**src/rtl/video_mode_timing_gen.sv**
```systemverilog
// video_mode_timing_gen: runtime-switchable video timing with frame-boundary mode changes
module video_mode_timing_gen #(
    parameter  int NUM_MODES = 2,
    parameter  int HW = 12,
    parameter  int VW = 11,
    localparam int MW = (NUM_MODES > 1) ? $clog2(NUM_MODES) : 1,
    parameter  logic [NUM_MODES*HW-1:0] H_TOTAL  = {12'd1650, 12'd858},
    parameter  logic [NUM_MODES*HW-1:0] H_ACTIVE = {12'd1280, 12'd720},
    parameter  logic [NUM_MODES*HW-1:0] H_FP     = {12'd110, 12'd16},
    parameter  logic [NUM_MODES*HW-1:0] H_SYNC   = {12'd40, 12'd62},
    parameter  logic [NUM_MODES*VW-1:0] V_TOTAL  = {11'd750, 11'd525},
    parameter  logic [NUM_MODES*VW-1:0] V_ACTIVE = {11'd720, 11'd480},
    parameter  logic [NUM_MODES*VW-1:0] V_FP     = {11'd5, 11'd9},
    parameter  logic [NUM_MODES*VW-1:0] V_SYNC   = {11'd5, 11'd6},
    parameter  logic [NUM_MODES-1:0]    SYNC_INV = 2'b01,
    parameter  int DEFAULT_MODE   = 0,
    parameter  int POWERUP_CYCLES = 2700000
) (
    input  logic          clk,
    input  logic          rst_n,
    input  logic [MW-1:0] mode_sel,
    input  logic          mode_req,
    output logic          mode_busy,
    output logic          mode_ack,
    output logic          mode_err,
    output logic [MW-1:0] cur_mode,
    output logic [HW-1:0] h_cnt,
    output logic [VW-1:0] v_cnt,
    output logic          de,
    output logic          hsync,
    output logic          vsync,
    output logic          line_start,
    output logic          frame_start,
    output logic          ready
);
    localparam logic [MW:0] NM = (MW+1)'(NUM_MODES);

    typedef enum logic {PWRUP, RUN} state_t;
    state_t state, state_n;

    logic [21:0]   pw_cnt;
    logic [MW-1:0] target, mode_n;
    logic [HW-1:0] h_n, ha, hsa, hse;
    logic [VW-1:0] v_n, va, vsa, vse;
    logic pw_done, h_last, v_last, apply, sel_ok, run;
    logic de_n, hs_n, vs_n, ls_n, fs_n;

    function automatic logic [HW-1:0] hp(input logic [NUM_MODES*HW-1:0] t, input logic [MW-1:0] m);
        return t[int'(m)*HW +: HW];
    endfunction

    function automatic logic [VW-1:0] vp(input logic [NUM_MODES*VW-1:0] t, input logic [MW-1:0] m);
        return t[int'(m)*VW +: VW];
    endfunction

    // state register: power-up blanking, then free-running forever
    always_ff @(posedge clk or negedge rst_n)
        if (!rst_n) state <= PWRUP;
        else        state <= state_n;

    // next state, next counters and outputs decoded from the mode that will be in effect
    always_comb begin
        pw_done = (state == PWRUP) && (pw_cnt == 22'(POWERUP_CYCLES - 1));
        h_last  = h_cnt == hp(H_TOTAL, cur_mode) - HW'(1);
        v_last  = v_cnt == vp(V_TOTAL, cur_mode) - VW'(1);
        apply   = mode_busy && (pw_done || (state == RUN && h_last && v_last));
        sel_ok  = {1'b0, mode_sel} < NM;
        state_n = (state == RUN || pw_done) ? RUN : PWRUP;
        run     = state_n == RUN;
        mode_n  = apply ? target : cur_mode;
        h_n     = (state == RUN && !h_last) ? h_cnt + HW'(1) : '0;
        v_n     = (state != RUN || (h_last && v_last)) ? '0 : h_last ? v_cnt + VW'(1) : v_cnt;
        ha      = hp(H_ACTIVE, mode_n);
        hsa     = ha + hp(H_FP, mode_n);
        hse     = hsa + hp(H_SYNC, mode_n);
        va      = vp(V_ACTIVE, mode_n);
        vsa     = va + vp(V_FP, mode_n);
        vse     = vsa + vp(V_SYNC, mode_n);
        de_n    = run && h_n < ha && v_n < va;
        hs_n    = (run && h_n >= hsa && h_n < hse) ^ SYNC_INV[mode_n];
        vs_n    = (run && v_n >= vsa && v_n < vse) ^ SYNC_INV[mode_n];
        ls_n    = run && h_n == '0;
        fs_n    = ls_n && v_n == '0;
    end

    // registered counters, syncs and request bookkeeping
    always_ff @(posedge clk or negedge rst_n)
        if (!rst_n) begin
            pw_cnt      <= '0;
            target      <= MW'(DEFAULT_MODE);
            cur_mode    <= MW'(DEFAULT_MODE);
            mode_busy   <= 1'b0;
            mode_ack    <= 1'b0;
            mode_err    <= 1'b0;
            h_cnt       <= '0;
            v_cnt       <= '0;
            de          <= 1'b0;
            hsync       <= SYNC_INV[DEFAULT_MODE];
            vsync       <= SYNC_INV[DEFAULT_MODE];
            line_start  <= 1'b0;
            frame_start <= 1'b0;
            ready       <= 1'b0;
        end else begin
            pw_cnt      <= (state == PWRUP) ? pw_cnt + 22'd1 : pw_cnt;
            target      <= (mode_req && sel_ok) ? mode_sel : target;
            cur_mode    <= mode_n;
            mode_busy   <= (mode_req && sel_ok) || (mode_busy && !apply);
            mode_ack    <= apply;
            mode_err    <= mode_req && !sel_ok;
            h_cnt       <= h_n;
            v_cnt       <= v_n;
            de          <= de_n;
            hsync       <= hs_n;
            vsync       <= vs_n;
            line_start  <= ls_n;
            frame_start <= fs_n;
            ready       <= run;
        end
endmodule

```
**config.mk**
```make
export PLATFORM = sky130hd
export DESIGN_NAME = video_mode_timing_gen
export DESIGN_NICKNAME = d
export VERILOG_FILES = /design/src/rtl/video_mode_timing_gen.sv
export SDC_FILE = /design/constraint.sdc
export NUM_CORES = 1
export LEC_CHECK = 0
export BUFFER_PORTS_ARGS = -buffer_cell sky130_fd_sc_hd__buf_2
export CAP_MARGIN = 20
export CORE_MARGIN = 2
export CORE_UTILIZATION = 45
export CTS_BUF_LIST = sky130_fd_sc_hd__clkbuf_8
export CTS_CLUSTER_DIAMETER = 40
export CTS_CLUSTER_SIZE = 25
export DETAILED_ROUTE_END_ITERATION = 10
export GPL_TIMING_DRIVEN = 0
export HOLD_SLACK_MARGIN = 0.12
export PLACE_DENSITY = 0.64
export SLEW_MARGIN = 20
export SYNTH_ARGS = -nofsm -noshare
export SYNTH_HDL_FRONTEND = slang
export SYNTH_SLANG_ARGS = --single-unit
```
**constraint.sdc**
```tcl
create_clock -name clk -period 11.8 [get_ports clk]
set_clock_uncertainty 0.15 [all_clocks]
set_input_delay 0.59 -clock clk [delete_from_list [all_inputs] [get_ports clk]]
set_output_delay 0.59 -clock clk [all_outputs]
set_load 0.02 [all_outputs]
```
Word-level counts from Yosys, hierarchy flattened

Cells that the tools add are included.

Input port bits: 4
Output and inout bits: 33
Register bits: 55
Logic and storage cells: 77

$add $sub $neg: 9
Multiply operators: 4
Eq/ne operators: 3
Multiplexer cells: 7
Shifts and indexed selects: 8
Bitwise operators: 3
Reductions and logical operators: 23
Magnitude comparators: 7

Operator list:

| operator                                                                       | number |
|---|---|
| 22-bit by 32-bit variable part select with 11-bit output, first input constant | 2 |
| 24-bit by 32-bit variable part select with 12-bit output, first input constant | 2 |
| 24-bit by 6-bit variable part select with 12-bit output, first input constant  | 2 |
| 22-bit by 6-bit variable part select with 11-bit output, first input constant  | 2 |
| 12-bit adder                                                                   | 2 |
| 12-bit < comparator                                                            | 2 |
| 11-bit adder                                                                   | 2 |
| 22-bit by 1-bit adder with 22-bit output, second input constant                | 1 |
| 22-bit == test, second input constant                                          | 1 |
| 11-bit < comparator                                                            | 2 |
| 11-bit two-way mux                                                             | 2 |
| 1-bit logical AND                                                              | 15 |
| 12-bit by 1-bit adder with 12-bit output, second input constant                | 1 |
| 12-bit == test                                                                 | 1 |
| 12-bit >= comparator                                                           | 1 |
| 12-bit logical NOT                                                             | 1 |
| 12-bit two-way mux                                                             | 1 |
| 12-bit by 1-bit subtractor with 12-bit output, second input constant           | 1 |
| 11-bit by 1-bit adder with 11-bit output, second input constant                | 1 |
| 11-bit == test                                                                 | 1 |
| 11-bit >= comparator                                                           | 1 |
| 11-bit logical NOT                                                             | 1 |
| 11-bit by 1-bit subtractor with 11-bit output, second input constant           | 1 |
| 1-bit by 4-bit multiplier with 5-bit output, second input constant             | 2 |
| other kinds (7)                                                                | 16 |

Depth between registers and ports, before layout

Gate-level depths: netlist of run 1.

Depth in word-level cells: 16
Gate-level depth with buffers: 16

Worst setup path before layout of run 1

No wires, ideal clock.

Path type: reg2reg
From: reg v_cnt[0]
To: reg vsync
Buffers on the path: 1
Setup time: 0.076 ns
Data arrival time: 4.150 ns
Cell stages (with the launch flop): 15
Data required time: 11.574 ns
Setup slack: 7.424 ns
Clock period less this slack: 4.376 ns
Cells stage by stage: dfrtp_1 buf_4 or4_1 o22ai_1 nand2_1 o32ai_1 mux2i_1 inv_1 ha_1 inv_1 nand2_1 o41ai_1 o211ai_1 or4b_1 mux2i_1

Cells in the longest elaborated chain, start to end: 12
Elaborated cells between the ends (all ways): 23
Classes of those cells: 3 x add/sub; 1 x mul; 2 x order compare; 1 x eq/ne; 3 x shift; 5 x mux; 1 x bitwise; 7 x reduce/logical

Ends and longest elaborated chain:

| what                                                            | line   | source |
|---|---|---|
| start: declaration                                              | 28     | `output logic [VW-1:0] v_cnt,` |
| start signal: assignment                                        | 111    | `v_cnt <= v_n;` |
| 11-bit == test (*)                                              | 65     | `v_last = v_cnt == vp(V_TOTAL, cur_mode) - VW'(1);` |
| 1-bit logical AND (*)                                           | 66     | `apply = mode_busy && (pw_done \|\| (state == RUN && h_last && v_last));` |
| 1-bit logical OR (*)                                            | 66     |  |
| 1-bit logical AND (*)                                           | 66     |  |
| 1-bit two-way mux (*)                                           | 70     | `mode_n = apply ? target : cur_mode;` |
| via mode_n                                                      | 42     | `logic [MW-1:0] target, mode_n;` |
| 1-bit by 4-bit multiplier with 5-bit output                     | 53     | `return t[int'(m)*VW +: VW];` |
| 22-bit by 32-bit variable part select with 11-bit output        | 53     |  |
| 11-bit adder                                                    | 77     | `vsa = va + vp(V_FP, mode_n);` |
| 11-bit adder / 11-bit >= comparator (equally long branches)     | 78, 81 |  |
| 11-bit < comparator / 1-bit logical AND (equally long branches) | 81     | `vs_n = (run && v_n >= vsa && v_n < vse) ^ SYNC_INV[mode_n];` |
| 1-bit logical AND                                               | 81     |  |
| 1-bit XOR (*)                                                   | 81     |  |
| via vs_n                                                        | 46     | `logic de_n, hs_n, vs_n, ls_n, fs_n;` |
| end signal: assignment                                          | 99     | `vsync <= SYNC_INV[DEFAULT_MODE];` |
| end signal: assignment                                          | 114    | `vsync <= vs_n;` |
| end: declaration                                                | 31     | `output logic vsync,` |

The timed path passes the listed nets; every way through them passes the cells marked *. The select of a mux whose other input is x is not followed.
A chain may end at the register's enable or synchronous reset.

Worst setup path in the final report of run 1

From: reg v_cnt[1]
To: reg vsync

Same word-level chain as after synthesis.

==> impl_summary.md, run 1 <==
Power
The part of the power in the clock network is 39.6%. Internal power comes to 0.252 mW. The share of total power dissipated in combinational logic is 1.6%.

Registers are responsible for 58.8% of the overall power. The net switching fraction of the power is 21.6%. Across the VDD grid, the largest voltage drop is 61.8 uV. For this design the ratio of total power to cell area is 82.5 nW/um^2. The leakage power summed over all cells is 1.74 nW.

The switching power is 0.0695 mW. The completed layout was analyzed and its total power is 0.321 mW.

Critical path
The worst setup path is captured at a register. The stage delay of the slowest cell on the critical path is 0.92 ns. The largest individual stage delay along the critical path comes from the cell sky130_fd_sc_hd__mux2i_1. The worst setup path is launched from a register. The critical path goes through or4b_1 > nor3_1 > nand2_1 > o32ai_1 > mux2i_1 > inv_1 > ha_1 > inv_1 > nand2_1 > o41ai_1 > o211ai_1 > or4b_1 > mux2i_1. The critical path data arrival time is 5.33 ns. The worst setup slack for register-to-register paths is 6.56 ns. Of all nets on the critical path, the largest fanout is 12. The worst setup path is of the register to register kind.

The worst endpoint required time is 11.89 ns.

Flow run
The tool flagged a number of max-cap violations equal to 0.

Timing
Timing would allow up to 191 MHz. The hold violation total from the final report was 0. At the pin with the least slew margin, the transition time is 1.07 ns. The worst pin sits at a relative slew slack of 26.5%. The worst path uses 44.4% of the clock period. Setup repair after global routing left no endpoint under its margin. The final count of negative-setup-slack endpoints is 0. For the final routed database, the setup TNS stands at 0 ns. The final max-slew violation count is 0. The slack of the critical path is 6.56 ns. The post-layout minimum cycle time is 5.24 ns. The worst hold margin is 0.173 ns.

Placed design
The number of I/O port buffers is 35. The detailed placer's ending HPWL is 5.90 mm. In this run, placement finished with an instance count of 483. In this run the cell area measured after placement is 3790 um^2. Before CTS, the worst setup slack after placement is 6.64 ns. At the end of routability-driven placement, the weighted congestion stood at 0.898.

Synth
Counting flops and latches in the post-synthesis netlist gives 55. Dividing the synthesized area by the synthesized cell count gives 10.1 um^2. sky130_fd_sc_hd__dfrtp_1 is the most common cell in the netlist.

The mapped netlist covers 3480 um^2. Summed over all instances, the cell type with the most area after synthesis is sky130_fd_sc_hd__dfrtp_1. The area share of the largest cell type after synthesis is 38.1%. The number of enable-type register cells in the synthesized netlist is 0. Sorting the synthesized cells by area gives the leading types as sky130_fd_sc_hd__dfrtp_1 (38%), sky130_fd_sc_hd__ha_1 (7.9%), sky130_fd_sc_hd__xnor2_1 (7.3%).

The total of warnings raised by yosys is 0. Counting instances in the post-synthesis netlist gives the leading cell types as sky130_fd_sc_hd__dfrtp_1 (53), sky130_fd_sc_hd__nand2_1 (32), sky130_fd_sc_hd__nor2_1 (29), sky130_fd_sc_hd__xnor2_1 (29), sky130_fd_sc_hd__ha_1 (22). The count of mapped cells out of synthesis is 346. The commonest register cell after synthesis is sky130_fd_sc_hd__dfrtp_1. Counting every net in the synthesized netlist gives 372. For this run, asynchronously set or reset flops after synthesis account for 100%. Synthesis instantiated 68 different standard cells from the library. The proportion of synthesized chip area in sequential cells is 39.6%.

Routing
The total wire length is 8.01 mm. The wire length per cell after detailed routing is 16.3 um. The count of routing violations after the opening detailed-route iteration is 126. The overall via count from detail_route is 2760. The number of remaining DRC errors is 0. In the routed layout, each cell is associated on average with a via count of 5.63. In this run the remaining antenna-violating nets after routing total 0. The number of detailed-routing iterations run before antenna repair is 4.

Clocking
The total CTS buffers is 5. The buffer type at the clock tree root is sky130_fd_sc_hd__clkbuf_8. The post-cts sizing count is 0.

The H-tree was split into 2 levels. The number of setup buffers added after CTS is 0. The quantity of hold-fixing buffers added after cts is 0. Counting every sink on the clock net gives 55. The clock transition at the registers of the reported paths is 0.10 ns. The clock tree from TritonCTS is built.

In this run the deepest clock path goes through 2 buffers. For the worst-skew pair, the clock arrives at the later sink with an insertion delay of 0.32 ns.

Status
The run finished with clean final reports.

Final layout
The post-route netlist has 18.0% of its cells at a drive strength greater than 1. The filler-free cell count of the finished design is 490. The share of the core filled with cells is 51.2%. The area added between synthesis and finish is 11.8%. 0 antenna diodes ended up in the layout. For this run, the post-layout net count is 414. The cell area after layout is 3890 um^2.

Die
37 I/O pins were placed. The region available for standard cell placement spans 7610 um^2. The die covers 8460 um^2. The die extent in y is 92.0 um. Measured along the x axis, the die boundary spans 92.0 um.

The initial cell density of the core is 45.8%. The initialized floorplan defines 32 standard-cell rows.

GRT
The number of global-route vias before repair is 2674. The initial antenna violation count came to 0. Entering global routing, the biggest net connects 56 pins. The total congestion overflow after global routing is 0.

The first global-routing pass estimated 13.5 mm of wire. Global routing used 20.0% of the available tracks.

Min path
The tightest min-delay check is of the input pin to async pin type.
flip-flops by register name, indices dropped and copies added (netlist names):
register	count
frame_start	1
cur_mode	1
line_start	1
ready	1
pw_cnt	22
mode_busy	1
de	1
v_cnt	11
mode_ack	1
hsync	1
target	1
vsync	1
h_cnt	12
final timing paths:
check | end | start | cells after the start
hold / removal | pw_cnt[9] | rst_n | 1
hold reg to reg | pw_cnt[13] | pw_cnt[13] | 1
setup / recovery | vsync | v_cnt[1] | 13
max in group asynchronous | pw_cnt[13] | rst_n | 1
setup reg to reg | vsync | v_cnt[1] | 13
min in group clk | pw_cnt[13] | pw_cnt[13] | 1
layout by cell type (no fill, tap or decap), types with 3 or more instances in the layout:
cell	synthesis	routed
sky130_fd_sc_hd__nor4b_1	7	7
sky130_fd_sc_hd__o21ai_0	8	8
sky130_fd_sc_hd__buf_4	6	7
sky130_fd_sc_hd__ha_1	22	22
sky130_fd_sc_hd__nor2_1	29	29
sky130_fd_sc_hd__a21oi_1	5	5
sky130_fd_sc_hd__inv_1	11	11
sky130_fd_sc_hd__nand2_1	32	32
sky130_fd_sc_hd__and3_1	8	8
sky130_fd_sc_hd__nand4_1	9	9
sky130_fd_sc_hd__a31oi_1	4	4
sky130_fd_sc_hd__and2_1	5	5
sky130_fd_sc_hd__or3_1	4	4
sky130_fd_sc_hd__clkbuf_8	0	5
sky130_fd_sc_hd__nor4_1	4	4
sky130_fd_sc_hd__or4b_1	3	3
sky130_fd_sc_hd__clkbuf_1	3	3
sky130_fd_sc_hd__nor3_1	8	8
sky130_fd_sc_hd__and4_1	5	5
sky130_fd_sc_hd__xor2_1	14	14
sky130_fd_sc_hd__a211oi_1	3	3
sky130_fd_sc_hd__xnor2_1	29	29
sky130_fd_sc_hd__buf_2	0	34
sky130_fd_sc_hd__mux2i_1	3	3
sky130_fd_sc_hd__nand3_1	12	12
sky130_fd_sc_hd__dfrtp_1	53	53
cells by family (layout without fill, tap and decap cells):
| kind of cell | after synthesis | after routing | share of synthesized area, % |
|---|---|---|---|
| XOR/XNOR | 43 | 43 | 10.8 |
| AND/OR/NAND/NOR | 149 | 149 | 25.6 |
| AO/OA/AOI/OAI | 46 | 46 | 9.81 |
| adder cells (fa/ha/maj) | 22 | 22 | 7.90 |
| flip-flops | 55 | 55 | 39.6 |
| other | 1 | 1 | 0.108 |
| buffers and inverters | 23 | 65 | 3.59 |
| multiplexers | 7 | 7 | 2.59 |
worst max-delay path: cells and delay by family (launching register included):
kind            cells  cell delay, ns
flops               1            0.49
mux                 2            1.08
buf+inv             2            0.63
fa+ha+maj           1            0.46
compound gates      3            0.85
simple gates        5            1.50
routing by layer:
layer  vias to the layer above  share of wire (%)  global-route usage, %  wire length [um]
met1                      1347                 47                   28.2              3750
met4                         0                1.4                   5.47               110
met2                        63                 48                   32.0              3810
met3                        10                4.2                   3.20               336
li1                       1340                  -                      -                 -
met5                         -                  0                      0                 0
area by class of cell:
cell class,count,area (um^2)
clock inverters,2,37.5
inverters,11,41.3
multi-input cells,268,1980
well taps,102,128
fillers,710,3710
flip-flops and latches,55,1380
repair buffers,35,178
plain buffers,12,83.8
clock buffers,5,68.8
power by group through the flow:
stage | combinational [mW] | clock, mW | sequential [mW]
6_report | 0.00529 | 0.127 | 0.189
3_5_place_dp | 0.00567 | 0 | 0.193
4_1_cts | 0.00565 | 0.130 | 0.189
2_1_floorplan | 0.000957 | 0 | 0.193
5_1_grt | 0.00622 | 0.137 | 0.189
3_3_place_gp | 0.00546 | 0 | 0.193
Power figures use the tool's default switching activity.
==> inputs of run 2 (changes only) <==
--- a/config.mk
+++ b/config.mk
@@ -5,6 +5,7 @@
 export SDC_FILE = /design/constraint.sdc
 export NUM_CORES = 1
 export LEC_CHECK = 0
+export ABC_AREA = 1
 export BUFFER_PORTS_ARGS = -buffer_cell sky130_fd_sc_hd__buf_2
 export CAP_MARGIN = 20
 export CORE_MARGIN = 2
@@ -15,7 +16,7 @@
 export DETAILED_ROUTE_END_ITERATION = 10
 export GPL_TIMING_DRIVEN = 0
 export HOLD_SLACK_MARGIN = 0.12
-export PLACE_DENSITY = 0.64
+export PLACE_DENSITY = 0.66
 export SLEW_MARGIN = 20
 export SYNTH_ARGS = -nofsm -noshare
 export SYNTH_HDL_FRONTEND = slang
==> constraint.sdc (replaced) <==
create_clock -name clk -period 4.4 [get_ports clk]
set_clock_uncertainty 0.15 [all_clocks]
set_input_delay 0.22 -clock clk [delete_from_list [all_inputs] [get_ports clk]]
set_output_delay 0.22 -clock clk [all_outputs]
set_load 0.02 [all_outputs]
==> run 2 against run 1 <==
Net effect: sequential share of layout area down 1.5 points; die area increased by 4.4%; sequential cell count unchanged; synthesized area rose by 4.6%; power grew to 2.5 times the previous value; non-clock buffer count fell by 4; clock power increased by 120%; critical endpoint unchanged; largest cell class unchanged; highest routed layer unchanged.
==> impl_summary.md, run 2 <==
Status
The flow ran to the end, and the final reports show no timing, DRC or antenna violations.

Synth
The mean area per synthesized cell is 7.54 um^2 (-25%). The largest total area in the synthesized netlist belongs to sky130_fd_sc_hd__dfrtp_1. In the synthesized netlist, the cells that appear most often are sky130_fd_sc_hd__nand2_1 (111), sky130_fd_sc_hd__inv_1 (67), sky130_fd_sc_hd__nor2_1 (59). The area share of the largest cell type after synthesis is 36.4% (-1.7 points). The cell area after technology mapping is 3640 um^2 (+4.6%). The proportion of synthesized chip area in sequential cells is 37.9% (-1.7 points). The commonest register cell after synthesis is sky130_fd_sc_hd__dfrtp_1. The synthesized netlist net count was 509 (+37%). The distinct cell type count of the synthesized netlist is 36 (-47%). The total of warnings raised by yosys is 0 (unchanged). By area the synthesized netlist is led by sky130_fd_sc_hd__dfrtp_1 (36%), sky130_fd_sc_hd__nand2_1 (11%), sky130_fd_sc_hd__ha_1 (7.6%). The cell with the most instances after synthesis is sky130_fd_sc_hd__nand2_1.

The count of mapped cells out of synthesis is 483 (+40%). The number of flip-flops and latches in the synthesized netlist is 55 (unchanged). The number of enable-type register cells in the synthesized netlist is 0 (unchanged). The async set-reset flop share out of synthesis was 100% (unchanged).

Final layout
In the final layout, the registers with the most flip-flops are pw_cnt x22, h_cnt x12, v_cnt x11. The filler-free cell count of the finished design is 631 (+29%). pw_cnt holds more flip-flops than any other register. The number of flip-flops under the largest register name was 22 (unchanged). The cell area after layout came to 4070 um^2 (+4.5%). The share of the core filled with cells is 52.4% (+1.2 points). The library cells used most frequently in the layout, excluding fill and tap cells, are sky130_fd_sc_hd__nand2_1 (111), sky130_fd_sc_hd__inv_1 (68), sky130_fd_sc_hd__nor2_1 (59), sky130_fd_sc_hd__dfrtp_1 (53), sky130_fd_sc_hd__nand3_1 (40). The fraction of layout cells with a size suffix above 1 came to 15.1% (-2.9 points). The area added between synthesis and finish came to 11.7% (about the same). The number of nets at the end of the flow was 554 (+34%). The library cell used most frequently in the layout, excluding fill and tap cells, is sky130_fd_sc_hd__nand2_1. The number of diodes is 0 (unchanged).

Routing
The overall via count from detail_route came to 3044 (+10%). The number of nets with antenna violations after detailed routing was 0 (unchanged). The number of remaining DRC errors came to 0 (unchanged).

The number of detailed-routing iterations run before antenna repair is 4 (unchanged). The total wire length is 7.77 mm (-2.9%). The count of routing violations after the opening detailed-route iteration is 159 (+26%).

The wire length per cell after detailed routing is 12.3 um (-25%). The vias per cell is 4.82 (-14%).

Clocking
The number of H-tree branching levels came to 2 (unchanged). The clock net sink count was 55 (unchanged). The clock transition at the registers of the reported paths is 0.10 ns (about the same). The clock insertion delay at the later pin of the skew report is 0.31 ns (about the same). The count of buffers added by post-CTS timing repair for setup is 0 (unchanged). The clock tree from TritonCTS is built. The cell sitting at the root of the clock tree is a sky130_fd_sc_hd__clkbuf_8. The number of buffers between clock root and the deepest sink is 2 (unchanged). The total CTS buffers is 5 (unchanged).

Min path
The worst hold path stage count is 1. The startpoint of the tightest hold check path is pw_cnt[21]. The worst hold path terminates at pw_cnt[21]. The class of the tightest hold or removal check is register to register.

GRT
The pin count of the biggest net entering global routing is 56 (unchanged). The initial antenna violation count came to 0 (unchanged). The global-route wire length before repair is 13.9 mm (+2.7%). The global-route usage over all layers is 19.6% (-0.38 points). The number of global-route vias before repair is 3154 (+18%).

The total congestion overflow after global routing is 0 (unchanged).

Die
The full die area is 8830 um^2 (+4.4%). The placeable core region is 7770 um^2 (+2.1%). The number of rows in the core area is 32 (unchanged).

The die width is 94.0 um (+2.2%). The initial cell density of the core is 46.9% (+1.1 points). The number of top-level design ports is 37 (unchanged).

The die extent in y is 94.0 um (+2.2%).

Timing
The final count of negative-setup-slack endpoints is 0 (unchanged). The worst hold margin is 0.320 ns (+0.147 ns). Setup repair after global routing left no endpoint under its margin. The final total negative setup slack is 0 ns (unchanged). The hold violation total from the final report came to 0 (unchanged). The headroom to the max-slew limit is 53.7% (+27 points).

The share of the clock period used by the worst path is 89.8% (+45 points). The maximum clock frequency is 253 MHz (+33%). The final max-slew violation count is 0 (unchanged).

The post-layout minimum cycle time is 3.95 ns (-1.29 ns). The slack of the critical path was 0.449 ns (-6.11 ns). The transition at the pin with the smallest max-transition slack is 0.694 ns (-0.378 ns).

Power
The power density relative to cell area is 198 nW/um^2 (+140%). The overall power of the completed layout was 0.807 mW (+150%). The leakage power summed over all cells is 2.11 nW (+21%). The maximum ir drop on the vdd rail is 133 uV (+110%).

Critical path
The worst setup path is launched from a register. The capture point of the worst reg-to-reg path is vsync. The critical path data arrival time is 4.06 ns (-1.27 ns). In this run the worst setup path begins at h_cnt[0]. The capturing element type of the critical path is a register. The startpoint-to-endpoint class of the critical path is register to register. The startpoint identified for the worst register-to-register timing path is h_cnt[0]. The maximum fanout along the worst path was 14 (+2). The worst setup slack for register-to-register paths is 0.45 ns (-6.11 ns). The cell depth of the worst flop-to-flop path is 24 (+11). The worst endpoint required time is 4.51 ns (-7.38 ns).

Placed design
The cell total after placement is 620 (+28%). The detailed placer's ending HPWL is 6.14 mm (+4.0%). The number of I/O port buffers is 35 (unchanged).

The last weighted congestion value of the routability-driven placer came to 0.914 (+1.8%). The setup slack after placement is 0.449 ns (-6.20 ns). The total cell area at the placement stage is 3950 um^2 (+4.2%).

Flow run
The max-cap check violation count is 0 (unchanged).
[run 2: cell count changes after synthesis, sizes merged, moves of 6 or more]
| cell | delta |
|---|---|
| inv | +62 |
| nand3 | +30 |
| a21oi | +10 |
| and3 | -6 |
| xnor2 | -15 |
| nand2 | +85 |
| nor4b | -8 |
| nor2 | +41 |
[run 2: worst max-delay path by stage]
stage,to,slack (ns),depth (start not counted)
finish,vsync,0.45,24
global route,vsync,0.05,24
CTS,vsync,0.41,24
detailed placement,vsync,0.45,24
global placement,vsync,0.42,24
floorplan,vsync,0.97,24
[run 2: power by group]
| group | switching, mW | leakage (nW) | internal (mW) | total, mW |
|---|---|---|---|---|
| registers | 0.000495 | 0.740 | 0.506 | 0.507 |
| logic | 0.0110 | 1.32 | 0.00447 | 0.0155 |
| clock network | 0.159 | 0.0524 | 0.125 | 0.285 |
[run 2: critical path, stage by stage (launching register included)]
cell,delay (ns)
sky130_fd_sc_hd__dfrtp_1,0.49
sky130_fd_sc_hd__ha_1,0.22
sky130_fd_sc_hd__nand2_1,0.06
sky130_fd_sc_hd__clkinv_1,0.05
sky130_fd_sc_hd__nand2_1,0.08
sky130_fd_sc_hd__nor2_4,0.13
sky130_fd_sc_hd__nand3_4,0.11
sky130_fd_sc_hd__nand2_4,0.12
sky130_fd_sc_hd__nand2_4,0.07
sky130_fd_sc_hd__buf_6,0.15
sky130_fd_sc_hd__nor2_4,0.10
sky130_fd_sc_hd__nand3_1,0.09
sky130_fd_sc_hd__nand2_1,0.43
sky130_fd_sc_hd__inv_1,0.34
sky130_fd_sc_hd__ha_1,0.38
sky130_fd_sc_hd__a21oi_1,0.15
sky130_fd_sc_hd__a21boi_1,0.22
sky130_fd_sc_hd__nand2_1,0.07
sky130_fd_sc_hd__nor2_1,0.10
sky130_fd_sc_hd__nand2_1,0.07
sky130_fd_sc_hd__nor2_2,0.11
sky130_fd_sc_hd__nand2_1,0.05
sky130_fd_sc_hd__nand2_1,0.05
sky130_fd_sc_hd__nand2_1,0.06
sky130_fd_sc_hd__inv_1,0.05
[run 2: logic make-up after synthesis]
kind of cell	count (synthesis)	share of synthesized area, %
buffers and inverters	80	9.31
and+or+nand+nor	265	33.4
AOI/OAI and AO/OA	30	4.50
muxes	1	0.309
DFF	55	37.9
adders and majority gates	22	7.56
other	1	0.103
xor gates and xnor gates	29	6.97
[run 2: per-layer routing]
layer	routed length [um]	global-route usage (%)	vias up
li1	-	-	1611
met3	260	3.21	7
met1	3620	25.4	1375
met4	72	4.59	0
met2	3820	34.1	51
met5	0	0	-
[run 2: final cells by class]
cell class                      instances  area, um^2
Buffer                                  5        52.6
Clock buffer                            6        82.6
Tap cell                              102         128
Inverter                               75         287
Timing Repair Buffer                   38         208
Sequential cell                        55        1380
Multi-Input combinational cell        348        1920
Clock inverter                          2        8.76
Fill cell                             793        3700
[run 2: repair_timing]
| item | in CTS | in global routing |
|---|---|---|
| endpoints found under the hold margin | 55 | 0 |
| gates resized for setup | 0 | 0 |
| hold buffers | 3 | 0 |
==> inputs of run 3 (changes only) <==
--- a/config.mk
+++ b/config.mk
@@ -11,12 +11,12 @@
 export CORE_MARGIN = 2
 export CORE_UTILIZATION = 45
 export CTS_BUF_LIST = sky130_fd_sc_hd__clkbuf_8
-export CTS_CLUSTER_DIAMETER = 40
 export CTS_CLUSTER_SIZE = 25
 export DETAILED_ROUTE_END_ITERATION = 10
 export GPL_TIMING_DRIVEN = 0
 export HOLD_SLACK_MARGIN = 0.12
 export PLACE_DENSITY = 0.66
+export SKIP_LAST_GASP = 1
 export SLEW_MARGIN = 20
 export SYNTH_ARGS = -nofsm -noshare
 export SYNTH_HDL_FRONTEND = slang
==> constraint.sdc (replaced) <==
create_clock -name clk -period 4.4 [get_ports clk]
set_clock_uncertainty 0.15 [all_clocks]
set_input_delay 0.66 -clock clk [delete_from_list [all_inputs] [get_ports clk]]
set_output_delay 0.66 -clock clk [all_outputs]
set_load 0.02 [all_outputs]
==> run 3 against run 2 <==
Net effect: first-iteration DRC count fell by 8.2%; clock power barely moved; sequential share of layout area rose by 0.25 points; combinational power fell by 14%; wire length barely moved; sequential power barely moved; global-route usage barely moved; final cell count fell by 0.48%; count of clock-buffer cells in the layout did not move; worst hold slack got worse by 0.086 ns; critical path type unchanged.
==> impl_summary.md, run 3 (synthesis gave the netlist of run 2 again) <==
Critical path
The critical path startpoint category is a register. The critical path data arrival time was 4.07 ns (about the same). The worst setup slack for register-to-register paths came to 0.44 ns (about the same). STA classifies the critical path endpoint as a register. The worst endpoint required time is 4.51 ns (about the same).

In this run the worst setup path begins at h_cnt[0]. The critical path capture point is vsync. The startpoint-to-endpoint class of the critical path is register to register. The cell depth of the worst flop-to-flop path is 24 (unchanged). The endpoint identified for the worst register-to-register timing path is vsync. The reg-to-reg critical path startpoint is h_cnt[0]. The maximum fanout along the worst path came to 14 (unchanged).

Timing
The maximum clock frequency was 253 MHz (-0.15%). The final total negative setup slack is 0 ns (unchanged). The post-layout minimum cycle time is 3.96 ns (+0.00609 ns). Setup repair after global routing left no endpoint under its margin. The headroom to the max-slew limit was 54.0% (+0.30 points). The hold violation total from the final report was 0 (unchanged).

The final count of negative-setup-slack endpoints is 0 (unchanged). The final max-slew violation count is 0 (unchanged). The share of the clock period used by the worst path is 89.9% (+0.14 points).

The transition at the pin with the smallest max-transition slack came to 0.690 ns (-0.00453 ns). The worst hold margin is 0.234 ns (-0.0856 ns).

Placed design
The number of I/O port buffers came to 35 (unchanged). The last weighted congestion value of the routability-driven placer is 0.914 (unchanged). The total cell area at the placement stage is 3950 um^2 (unchanged).

The detailed placer's ending HPWL is 6.14 mm (unchanged).

Final layout
In the layout the commonest cells are sky130_fd_sc_hd__nand2_1 (111), sky130_fd_sc_hd__inv_1 (68), sky130_fd_sc_hd__nor2_1 (59), sky130_fd_sc_hd__dfrtp_1 (53), sky130_fd_sc_hd__nand3_1 (40). The number of flip-flops under the largest register name is 22 (unchanged). The number of nets at the end of the flow is 551 (-0.54%). The largest registers in the layout are pw_cnt x22, h_cnt x12, v_cnt x11. The library cell used most frequently in the layout, excluding fill and tap cells, is sky130_fd_sc_hd__nand2_1. The cell area after layout is 4040 um^2 (-0.74%). Counting flops per register, the top entry is pw_cnt. The count of filler cells inserted in the layout is 797 (+0.50%).

The number of diodes is 0 (unchanged). The fraction of layout cells with a size suffix above 1 is 15.2% (+0.086 points). The area added between synthesis and finish is 10.9%.

Die
The placeable core region was 7770 um^2 (unchanged). The full die area is 8830 um^2 (unchanged). The number of rows in the core area is 32 (unchanged). The die extent in y is 94.0 um (unchanged). The die width is 94.0 um (unchanged).

The number of top-level design ports is 37 (unchanged). The initial cell density of the core is 46.9% (unchanged).

Clocking
The clock net sink count was 55 (unchanged). The clock transition at the registers of the reported paths is 0.10 ns (about the same). The clock tree from TritonCTS is built. The total CTS buffers came to 5 (unchanged).

The number of H-tree branching levels is 2 (unchanged). The clock insertion delay at the later pin of the skew report came to 0.31 ns (about the same). The quantity of hold-fixing buffers added after cts is 0 (-3). CTS placed an instance of sky130_fd_sc_hd__clkbuf_8 at the clock tree root.

The number of buffers between clock root and the deepest sink is 2 (unchanged). The count of buffers added by post-CTS timing repair for setup is 0 (unchanged). The post-cts sizing count came to 0 (unchanged).

GRT
In this run the most used layer during global routing was met2. The initial antenna violation count was 0 (unchanged). The met3 layer usage reported by global route came to 3.21% (unchanged).

The met1 routing resource usage after global routing was 25.5% (+0.051 points). The global-route wire length before repair is 13.9 mm (about the same). The pin count of the biggest net entering global routing is 56 (unchanged).

The global-route usage over all layers is 19.6% (about the same). The number of global-route vias before repair is 3153 (-0.032%). The met2 usage in global routing is 34.1% (unchanged).

The total congestion overflow after global routing is 0 (unchanged).

Routing
The vias per cell is 4.86 (+0.68%). The wire length per cell after detailed routing is 12.4 um (+0.57%). The total wire length is 7.78 mm (about the same). The number of detailed-routing iterations run before antenna repair was 4 (unchanged). The number of nets with antenna violations after detailed routing was 0 (unchanged). The overall via count from detail_route is 3050 (+0.20%). The count of routing violations after the opening detailed-route iteration was 146 (-8.2%). The number of remaining DRC errors was 0 (unchanged).

Power
The leakage power summed over all cells came to 2.10 nW (-0.59%). The power density relative to cell area is 199 nW/um^2 (+0.44%). The overall power of the completed layout is 0.804 mW (-0.30%). The maximum ir drop on the vdd rail is 132 uV (-0.64%).

Flow run
The max-cap check violation count is 0 (unchanged).

Status
The flow ran to the end, and the final reports show no timing, DRC or antenna violations.

Min path
The class of the tightest hold or removal check is input pin to async pin.
==> run 3: cell count changes in the layout (fill, tap and decap cells not counted), sizes merged <==
cell and delta:
dlygate4sd3 -3
==> run 3: how the worst min path moves through the flow <==
| stage | start | depth (start not counted) | to |
|---|---|---|---|
| after floorplan | rst_n | 0 | cur_mode |
| after global placement | pw_cnt[21] | 1 | pw_cnt[21] |
| after detailed placement | pw_cnt[21] | 1 | pw_cnt[21] |
| after CTS | rst_n | 1 | pw_cnt[10] |
| after global routing | rst_n | 1 | pw_cnt[15] |
| final | rst_n | 1 | pw_cnt[15] |
==> run 3: per-stage QoR <==
| stage | std cells | utilization (%) | worst slack [ns] |
|---|---|---|---|
| global route | 628 | 52.0 | 0.0481 |
| finish | 628 | 52.0 | 0.443 |
| global placement | 620 | 50.8 | 0.420 |
| CTS | 628 | 52.0 | 0.411 |
| floorplan | 483 | - | 0.965 |
| detailed placement | 620 | 50.8 | 0.449 |
==> run 3: area by class of cell <==
class	count	area, um^2	share of cell area (%)
plain buffers	5	52.6	1.30
clock buffers	6	82.6	2.04
clock inverters	2	8.76	0.217
inverters	75	287	7.09
multi-input cells	348	1920	47.6
flip-flops and latches	55	1380	34.1
well taps	102	128	3.16
repair buffers	35	178	4.40
==> run 3: worst max-delay path, cell delays in order (launching register included) <==
cell                       delay (ns)
sky130_fd_sc_hd__dfrtp_1         0.49
sky130_fd_sc_hd__ha_1            0.22
sky130_fd_sc_hd__nand2_1         0.06
sky130_fd_sc_hd__clkinv_1        0.05
sky130_fd_sc_hd__nand2_1         0.08
sky130_fd_sc_hd__nor2_4          0.13
sky130_fd_sc_hd__nand3_4         0.11
sky130_fd_sc_hd__nand2_4         0.13
sky130_fd_sc_hd__nand2_4         0.07
sky130_fd_sc_hd__buf_6           0.15
sky130_fd_sc_hd__nor2_4          0.10
sky130_fd_sc_hd__nand3_1         0.09
sky130_fd_sc_hd__nand2_1         0.43
sky130_fd_sc_hd__inv_1           0.34
sky130_fd_sc_hd__ha_1            0.38
sky130_fd_sc_hd__a21oi_1         0.15
sky130_fd_sc_hd__a21boi_1        0.22
sky130_fd_sc_hd__nand2_1         0.07
sky130_fd_sc_hd__nor2_1          0.10
sky130_fd_sc_hd__nand2_1         0.07
sky130_fd_sc_hd__nor2_2          0.11
sky130_fd_sc_hd__nand2_1         0.05
sky130_fd_sc_hd__nand2_1         0.05
sky130_fd_sc_hd__nand2_1         0.06
sky130_fd_sc_hd__inv_1           0.05
==> run 3: where the power goes <==
group | leakage (nW) | internal [mW] | switching [mW]
Sequential | 0.740 | 0.506 | 0.000480
Clock | 0.0524 | 0.125 | 0.159
Combinational | 1.31 | 0.00273 | 0.0107
==> run 3: metal layers <==
layer | vias to the layer above | share of wire, %
met2 | 50 | 49
met3 | 5 | 3.2
met1 | 1391 | 47
li1 | 1604 | -
met4 | 0 | 0.81
met5 | - | 0
